### config.mk
export PLATFORM = sky130hd
export DESIGN_NAME = vga_timing_gen
export DESIGN_NICKNAME = d
export VERILOG_FILES = /design/src/rtl/vga_timing_gen.sv
export SDC_FILE = /design/constraint.sdc
export NUM_CORES = 1
export LEC_CHECK = 0
export CORE_MARGIN = 3
export CORE_UTILIZATION = 45
export DETAILED_ROUTE_END_ITERATION = 10
export PLACE_DENSITY = 0.85
export SYNTH_ARGS = -nofsm -noshare
export SYNTH_HDL_FRONTEND = slang
export SYNTH_SLANG_ARGS = --single-unit
### constraint.sdc
create_clock -name vgaclk -period 2.5 [get_ports vgaclk]
set_clock_uncertainty 0.1 [all_clocks]
set_input_delay 0.5 -clock vgaclk [delete_from_list [all_inputs] [get_ports vgaclk]]
set_output_delay 0.5 -clock vgaclk [all_outputs]
set_load 0.03 [all_outputs]
### src/rtl/vga_timing_gen.sv
// vga_timing_gen
// Parametrised VGA raster timing generator. Free-running h/v counters give
// a request coordinate; sync/de/strobe bits derived from that coordinate
// are delayed PIPE cycles so that a pipelined pixel source can return the
// colour in time. Narrow input colour is widened by MSB replication.
//
// Ports:
//   vgaclk            pixel clock
//   rst               synchronous active-high reset
//   in_r/in_g/in_b    colour for the pixel requested PIPE-1 cycles earlier
//   pattern_en        select built-in colour-bar pattern (macro build only)
//   req_x/req_y       request coordinate (raw counters)
//   req_valid         request coordinate lies in the active area
//   hsync/vsync/de    delayed timing outputs
//   frame_start       one-cycle pulse at output pixel (0,0)
//   line_start        one-cycle pulse at output pixel x=0 of every line
//   red/green/blue    output colour, zero outside active video
//
// Build option: define VGA_TIMING_TEST_PATTERN_EN to include the 8-bar
// test pattern; otherwise pattern_en is ignored.
module vga_timing_gen #(
  parameter int   H_ACTIVE = 640,
  parameter int   H_FP     = 16,
  parameter int   H_SYNC   = 96,
  parameter int   H_BP     = 48,
  parameter int   V_ACTIVE = 480,
  parameter int   V_FP     = 10,
  parameter int   V_SYNC   = 2,
  parameter int   V_BP     = 33,
  parameter logic HS_POL   = 1'b0,
  parameter logic VS_POL   = 1'b0,
  parameter int   CNT_W    = 10,
  parameter int   IN_R     = 3,
  parameter int   IN_G     = 3,
  parameter int   IN_B     = 2,
  parameter int   OUT_W    = 4,
  parameter int   PIPE     = 2
) (
  input  logic             vgaclk,
  input  logic             rst,
  input  logic [IN_R-1:0]  in_r,
  input  logic [IN_G-1:0]  in_g,
  input  logic [IN_B-1:0]  in_b,
  input  logic             pattern_en,
  output logic [CNT_W-1:0] req_x,
  output logic [CNT_W-1:0] req_y,
  output logic             req_valid,
  output logic             hsync,
  output logic             vsync,
  output logic             de,
  output logic             frame_start,
  output logic             line_start,
  output logic [OUT_W-1:0] red,
  output logic [OUT_W-1:0] green,
  output logic [OUT_W-1:0] blue
);

  localparam int H_TOT = H_ACTIVE + H_FP + H_SYNC + H_BP;
  localparam int V_TOT = V_ACTIVE + V_FP + V_SYNC + V_BP;
  localparam int CW1   = CNT_W + 1;

  // Boundaries are held one bit wider than the counters: the sync end can
  // equal the total length, which may not fit in CNT_W bits.
  localparam logic [CNT_W-1:0] H_LAST   = CNT_W'(H_TOT - 1);
  localparam logic [CNT_W-1:0] V_LAST   = CNT_W'(V_TOT - 1);
  localparam logic [CNT_W:0]   H_ACT_X  = CW1'(H_ACTIVE);
  localparam logic [CNT_W:0]   HS_BEG_X = CW1'(H_ACTIVE + H_FP);
  localparam logic [CNT_W:0]   HS_END_X = CW1'(H_ACTIVE + H_FP + H_SYNC);
  localparam logic [CNT_W:0]   V_ACT_X  = CW1'(V_ACTIVE);
  localparam logic [CNT_W:0]   VS_BEG_X = CW1'(V_ACTIVE + V_FP);
  localparam logic [CNT_W:0]   VS_END_X = CW1'(V_ACTIVE + V_FP + V_SYNC);

  generate
    if ((64'd1 << CNT_W) < 64'(H_TOT) || (64'd1 << CNT_W) < 64'(V_TOT)) begin : g_err_cnt
      $error("vga_timing_gen: CNT_W too small for line/frame length");
    end
    if (PIPE < 1 || PIPE > 8) begin : g_err_pipe
      $error("vga_timing_gen: PIPE must be within 1..8");
    end
    if (IN_R < 1 || IN_R > OUT_W || IN_G < 1 || IN_G > OUT_W ||
        IN_B < 1 || IN_B > OUT_W) begin : g_err_width
      $error("vga_timing_gen: input colour widths must be within 1..OUT_W");
    end
  endgenerate

  typedef struct packed {
    logic hs;
    logic vs;
    logic de;
    logic fs;
    logic ls;
  } ctl_t;

  localparam ctl_t CTL_IDLE = '{hs: ~HS_POL, vs: ~VS_POL, de: 1'b0, fs: 1'b0, ls: 1'b0};

  // ---------------- raster counters ----------------
  logic [CNT_W-1:0] hc_q, hc_d;
  logic [CNT_W-1:0] vc_q, vc_d;

  always_comb begin
    hc_d = hc_q;
    vc_d = vc_q;
    if (rst) begin
      hc_d = '0;
      vc_d = '0;
    end else if (hc_q == H_LAST) begin
      hc_d = '0;
      vc_d = (vc_q == V_LAST) ? '0 : vc_q + CNT_W'(1);
    end else begin
      hc_d = hc_q + CNT_W'(1);
    end
  end

  always_ff @(posedge vgaclk) begin
    hc_q <= hc_d;
    vc_q <= vc_d;
  end

  // ---------------- timing decode at request time ----------------
  logic [CNT_W:0] hc_x, vc_x;
  logic           h_act, v_act;
  ctl_t           ctl_src;

  assign hc_x  = {1'b0, hc_q};
  assign vc_x  = {1'b0, vc_q};
  assign h_act = hc_x < H_ACT_X;
  assign v_act = vc_x < V_ACT_X;

  always_comb begin
    ctl_src.hs = (hc_x >= HS_BEG_X && hc_x < HS_END_X) ? HS_POL : ~HS_POL;
    ctl_src.vs = (vc_x >= VS_BEG_X && vc_x < VS_END_X) ? VS_POL : ~VS_POL;
    ctl_src.de = h_act && v_act;
    ctl_src.fs = (hc_q == '0) && (vc_q == '0);
    ctl_src.ls = (hc_q == '0);
  end

  assign req_x     = hc_q;
  assign req_y     = vc_q;
  assign req_valid = h_act && v_act;

  // ---------------- control delay line ----------------
  // Stage PIPE-1 is the output register; ctl_d[PIPE-1] is what enters it,
  // which also decides whether the colour sampled on that edge is gated.
  ctl_t ctl_q [PIPE];
  ctl_t ctl_d [PIPE];

  always_comb begin
    ctl_d[0] = rst ? CTL_IDLE : ctl_src;
    for (int i = 1; i < PIPE; i++) begin
      ctl_d[i] = rst ? CTL_IDLE : ctl_q[i-1];
    end
  end

  always_ff @(posedge vgaclk) begin
    for (int i = 0; i < PIPE; i++) begin
      ctl_q[i] <= ctl_d[i];
    end
  end

  assign hsync       = ctl_q[PIPE-1].hs;
  assign vsync       = ctl_q[PIPE-1].vs;
  assign de          = ctl_q[PIPE-1].de;
  assign frame_start = ctl_q[PIPE-1].fs;
  assign line_start  = ctl_q[PIPE-1].ls;

  // ---------------- colour widening ----------------
  // Output bit k (from the MSB) takes input bit (k mod W) from the MSB, so
  // the input pattern repeats until the output width is filled.
  logic [OUT_W-1:0] red_exp, green_exp, blue_exp;

  generate
    for (genvar gi = 0; gi < OUT_W; gi++) begin : g_exp
      assign red_exp[OUT_W-1-gi]   = in_r[IN_R-1-(gi % IN_R)];
      assign green_exp[OUT_W-1-gi] = in_g[IN_G-1-(gi % IN_G)];
      assign blue_exp[OUT_W-1-gi]  = in_b[IN_B-1-(gi % IN_B)];
    end
  endgenerate

  logic [OUT_W-1:0] red_src, green_src, blue_src;

`ifdef VGA_TIMING_TEST_PATTERN_EN
  localparam logic [CNT_W-1:0] BAR_W = CNT_W'((H_ACTIVE >= 8) ? H_ACTIVE / 8 : 1);

  // x of the pixel whose control bits are entering the output stage.
  logic [CNT_W-1:0] x_late;
  logic [CNT_W-1:0] bar_idx;
  logic             unused_bar_hi;

  generate
    if (PIPE == 1) begin : g_xdly_none
      assign x_late = hc_q;
    end else begin : g_xdly
      logic [CNT_W-1:0] x_q [PIPE-1];
      logic [CNT_W-1:0] x_d [PIPE-1];

      always_comb begin
        x_d[0] = rst ? '0 : hc_q;
        for (int i = 1; i < PIPE - 1; i++) begin
          x_d[i] = rst ? '0 : x_q[i-1];
        end
      end

      always_ff @(posedge vgaclk) begin
        for (int i = 0; i < PIPE - 1; i++) begin
          x_q[i] <= x_d[i];
        end
      end

      assign x_late = x_q[PIPE-2];
    end
  endgenerate

  assign bar_idx       = x_late / BAR_W;
  assign unused_bar_hi = ^(bar_idx >> 3);

  assign red_src   = pattern_en ? {OUT_W{bar_idx[2]}} : red_exp;
  assign green_src = pattern_en ? {OUT_W{bar_idx[1]}} : green_exp;
  assign blue_src  = pattern_en ? {OUT_W{bar_idx[0]}} : blue_exp;
`else
  logic unused_pattern_en;
  assign unused_pattern_en = pattern_en;

  assign red_src   = red_exp;
  assign green_src = green_exp;
  assign blue_src  = blue_exp;
`endif

  // ---------------- colour output register ----------------
  logic [OUT_W-1:0] red_q, red_d;
  logic [OUT_W-1:0] green_q, green_d;
  logic [OUT_W-1:0] blue_q, blue_d;

  always_comb begin
    red_d   = '0;
    green_d = '0;
    blue_d  = '0;
    if (!rst && ctl_d[PIPE-1].de) begin
      red_d   = red_src;
      green_d = green_src;
      blue_d  = blue_src;
    end
  end

  always_ff @(posedge vgaclk) begin
    red_q   <= red_d;
    green_q <= green_d;
    blue_q  <= blue_d;
  end

  assign red   = red_q;
  assign green = green_q;
  assign blue  = blue_q;

endmodule
After elaboration in Yosys (flattened, before gate mapping)

Memories as Yosys holds them, arrays and structs flattened.
Index checks and enable logic that the tools add are counted.

Add/subtract/negate cells: 2
$lt $le $gt $ge: 6
Equal/unequal tests: 2
Multiplexer cells: 5
Reductions and logical operators: 9

Operators with widths:

| cell                                                        | number |
|---|---|
| adder 10 x 1 -> 10 bit, second input constant               | 2 |
| == test 10 bit, second input constant                       | 2 |
| zero test 10 bit                                            | 2 |
| less-than comparator 10 bit, second input constant          | 2 |
| less-than comparator 10 x 9 -> 1 bit, second input constant | 2 |
| >= comparator 10 bit, second input constant                 | 1 |
| >= comparator 10 x 9 -> 1 bit, second input constant        | 1 |
| two-way mux 10 bit                                          | 1 |
| two-way mux 5 bit                                           | 2 |
| logical AND 1 bit                                           | 5 |
| two-way mux 1 bit                                           | 2 |
| OR reduction 2 bit                                          | 1 |
| zero test 1 bit                                             | 1 |

Bits in registers: 32
Bits in writable memories: 10
Bits of input ports: 11
Output and inout bits: 38
Memories kept: 1

Memories:

| memory | depth | width | read ports | clocked after Yosys merged registers in | wr ports | line | text |
|---|---|---|---|---|---|---|---|
| ctl_q  | 2     | 5     | 2          | 0                                       | 2        | 144  | `ctl_t ctl_q [PIPE];` |

Depth between registers and ports, before layout

Word-level depth: 4
Depth in mapped cells: 6
Depth with buffers taken out: 6

Worst setup path after synthesis

OpenSTA, ideal clock, no wires.

Kind: register to register
Start: register hc_q[0], in the netlist req_x[0]
End: register vc_q[7], in the netlist req_y[7]
Library setup time: 0.072 ns
Data arrival time: 1.962 ns
Path slack: 0.367 ns
Cell stages (with the launch flop): 6
Path through: dfxtp_1 > ha_1 > nand4_2 > or4_4 > or3_1 > a21oi_1

Longest elaborated chain between the ends: 1

RTL lines:

| element                | line | text |
|---|---|---|
| start, declared        | 97   | `logic [CNT_W-1:0] hc_q, hc_d;` |
| start signal, assigned | 115  | `hc_q <= hc_d;` |
| == test 10 bit         | 106  | `end else if (hc_q == H_LAST) begin` |
| end signal, assigned   | 116  | `vc_q <= vc_d;` |
| end, declared          | 98   | `logic [CNT_W-1:0] vc_q, vc_d;` |

Every way passes these cells.
A chain may end at the register's enable or synchronous reset.

Final worst setup path

Start: register vc_q[5], in the netlist req_y[5]
End: output req_valid

Longest elaborated chain between the ends: 2

RTL lines:

| element                              | line | text |
|---|---|---|
| less-than comparator 10 x 9 -> 1 bit | 127  | `assign v_act = vc_x < V_ACT_X;` |
| logical AND 1 bit                    | 139  | `assign req_valid = h_act && v_act;` |
| end, declared                        | 47   | `output logic req_valid,` |

Every way passes these cells.

==> impl_results.md <==
* Status: finished, final reports clean
* CP cell instances: and3_1 -> nand2_1 -> and3b_1 -> dlygate4sd2_1
* Least-Margin Pin Slew at between 600 and 700 ps
* Clock slew at reported path FFs at 100 ps
* Routed WL at 3.22 mm
* Grt total ovfl at 0
* Initial Util at 0.488
* Max VDD drop at 0.249 mV
* Clk buf depth at 2
* Ports at 49
* First-pass GRT wire length at 5.41 mm
* GPL Wtd Cong at just over 0.8
* Clock Tree Root: clkbuf_4
* Unrepaired setup endpoints after global routing: false
* Final hold violation count at 0
* Yosys warns at 0
* Pre-CTS setup slack at around 360 ps
* CTS tree: done
* Post-route clock period utilization at 0.909
* Max-slew violations at 0
* Synth Net Count at 176
* Crit path max fanout at 7
* Register area at 761 µm²
* Crit-path slowest cell: dfxtp_1
* Vias in the first global route at ~1,300
* CP delay by family, top: simple AND/OR/NAND/NOR gates
* Setup bufs post-CTS at 0
* Synthesis-to-layout area growth at 35.2%
* PD cells at about 490 nW/µm²
* Largest net degree at the start of global routing at 17
* Multi-input gate area at between 700 and 800 µm²
* Netlist Area Pre-Place at 1540 µm²
* Clk sinks at 38
* Final ANT Viol Nets at 0
* CTS buffer count at 5
* Htree depth at 2
* Antenna diodes at 0
* Die width at 64.5 µm
* Min Tclk post-route at 2270 ps
* WP buf/inv at 1
* Fill cells at 273
* CP Data Required Time at 1900 ps
* FMAX at approximately 0.44 GHz
* Min-delay worst type: register to register
* Yosys reg bits at 38
* Crit. End Element: primary output
* # nets final at 224
* WL/cell at 12.7 µm
* Max-capacitance violation count at 0
* Hold_ws at around 320 ps
* Synth unique cells at 31
* Final instance area at 2080 µm²
* Final std cells w/o fill at 253
* # hold bufs at CTS at 0
* Total chip power at 1.02 mW
* Row cnt at 20
* Placed Instances at 246
* Final setup TNS at 0 ps
* Die area at 4150 µm²
* Port Buffers at 47
* Initial antenna violation count at 0
* Final Core Density at 0.660
* Post-DP HPWL at around 2.4 mm
* Top post-synthesis cells by area: dfxtp_1, nor2_1, xor2_1, and2_1, ha_1
* Register area share after synthesis at 0.495
* Slew margin rel. at 0.554
* Kind of critical path: register to primary output
* Final setup fails at 0
* Syn_area_per_cell at 9.55 µm²
* Via density at about 5.1
* Worst setup margin at 229 ps
* Critical path's largest stage delay at 450 ps
* GRT Util Overall at 0.166
* Crit path arrival time at around 1700 ps
* First-pass detailed-route iteration total at 5
* Die height at around 64 µm
* Leakage power at 0.822 nW
* Number of remaining DRC errors at 0
* Total number of vias at 1,295
* Cell area after placement at around 2000 µm²
* Clk Latency, worst-skew pair at ~330 ps
* Cells after Synth at 161
* CP Launch Type: register
* Post-synth top area share at 0.495
* Drt initial violations at 40
* Layout cells sized above 1 at 0.0861
* Core box area at around 3200 µm²
* Synth area leader: dfxtp_1
state kept, by name (all words and copies together) (netlist names):
| register | flops |
|---|---|
| blue | 2 |
| ctl_q | 10 |
| green | 3 |
| red | 3 |
| req_x | 10 |
| req_y | 10 |
where the power goes:
group	total, mW	leakage (nW)	switching [mW]	internal, mW
sequential	0.630	0.310	0.00888	0.621
combinational	0.103	0.481	0.0533	0.0496
clock	0.289	0.0308	0.188	0.101
total	1.02	0.822	0.250	0.772
cell families after synthesis:
logic type      after synthesis  synth area share
compound gates                8            0.0301
flops                        38             0.495
fa+ha+maj                     4            0.0325
simple gates                 82             0.312
mux                           2            0.0130
xor+xnor                     13            0.0740
buf+inv                      14            0.0439
placed cells by master (no fill, tap or decap), types with 4 or more instances in the layout:
cell,count
xnor2_1,5
inv_1,6
clkbuf_4,5
ha_1,4
and2_1,8
xor2_1,8
nand2_1,5
dfxtp_1,38
nor2b_1,5
nand4_1,6
clkdlybuf4s50_1,46
nor4_1,6
nand3_1,7
nor2_1,23
cell usage after synthesis:
cell type and count:
dfxtp_1 38, nor2_1 23, and2_1 8, xor2_1 8
nand3_1 7, inv_1 6, nand4_1 6, nor4_1 6
nand2_1 5, nor2b_1 5, xnor2_1 5, buf_4 4
clkbuf_1 4, ha_1 4, a21oi_1 3, and3_1 3
o21ai_0 3, or2_2 3, and3b_1 2, and4_1 2
and4_2 2, mux2i_1 2, nand2b_1 2, nor3_1 2
or3_1 2, a31o_2 1, nand3b_4 1, nand4_2 1
nand4bb_1 1, o21bai_1 1, or4_4 1
layer usage:
metal	track usage	share of wire	up-vias	wire (µm)
met4	0.0607	0.015	0	47
li1	-	-	638	-
met1	0.193	0.44	591	1420
met3	0.0537	0.076	6	246
met2	0.285	0.47	60	1510
met5	0	0	-	0
worst register-to-register path, stage by stage, from the launching register on:
cell     delay [ps]
dfxtp_1         420
ha_1            260
nand4_2         150
or4_4           600
or3_1           330
a21oi_1         150
worst paths after layout:
check,startpoint,endpoint,slack [ps],depth (start not counted)
min,ctl_q[0][4],ctl_q[0][9],320,1
max,req_y[5],req_valid,230,4
max reg2reg,req_x[0],req_y[7],410,5
min reg2reg,ctl_q[0][4],ctl_q[0][9],320,1
cell type report:
| class | instances | share of cell area |
|---|---|---|
| clock buffer | 5 | 0.0181 |
| inverter | 6 | 0.0108 |
| multi-input combinational | 109 | 0.341 |
| tap | 44 | 0.0265 |
| sequential | 38 | 0.366 |
| clock inverter | 2 | 0.00481 |
| timing repair buffer | 49 | 0.233 |
what timing repair did:
item                                    CTS  global route
gates resized for setup                   1             0
endpoints found under the hold margin     0             0
endpoints found under the setup margin    1             0
Note: power is estimated with default switching activity, not from simulation.
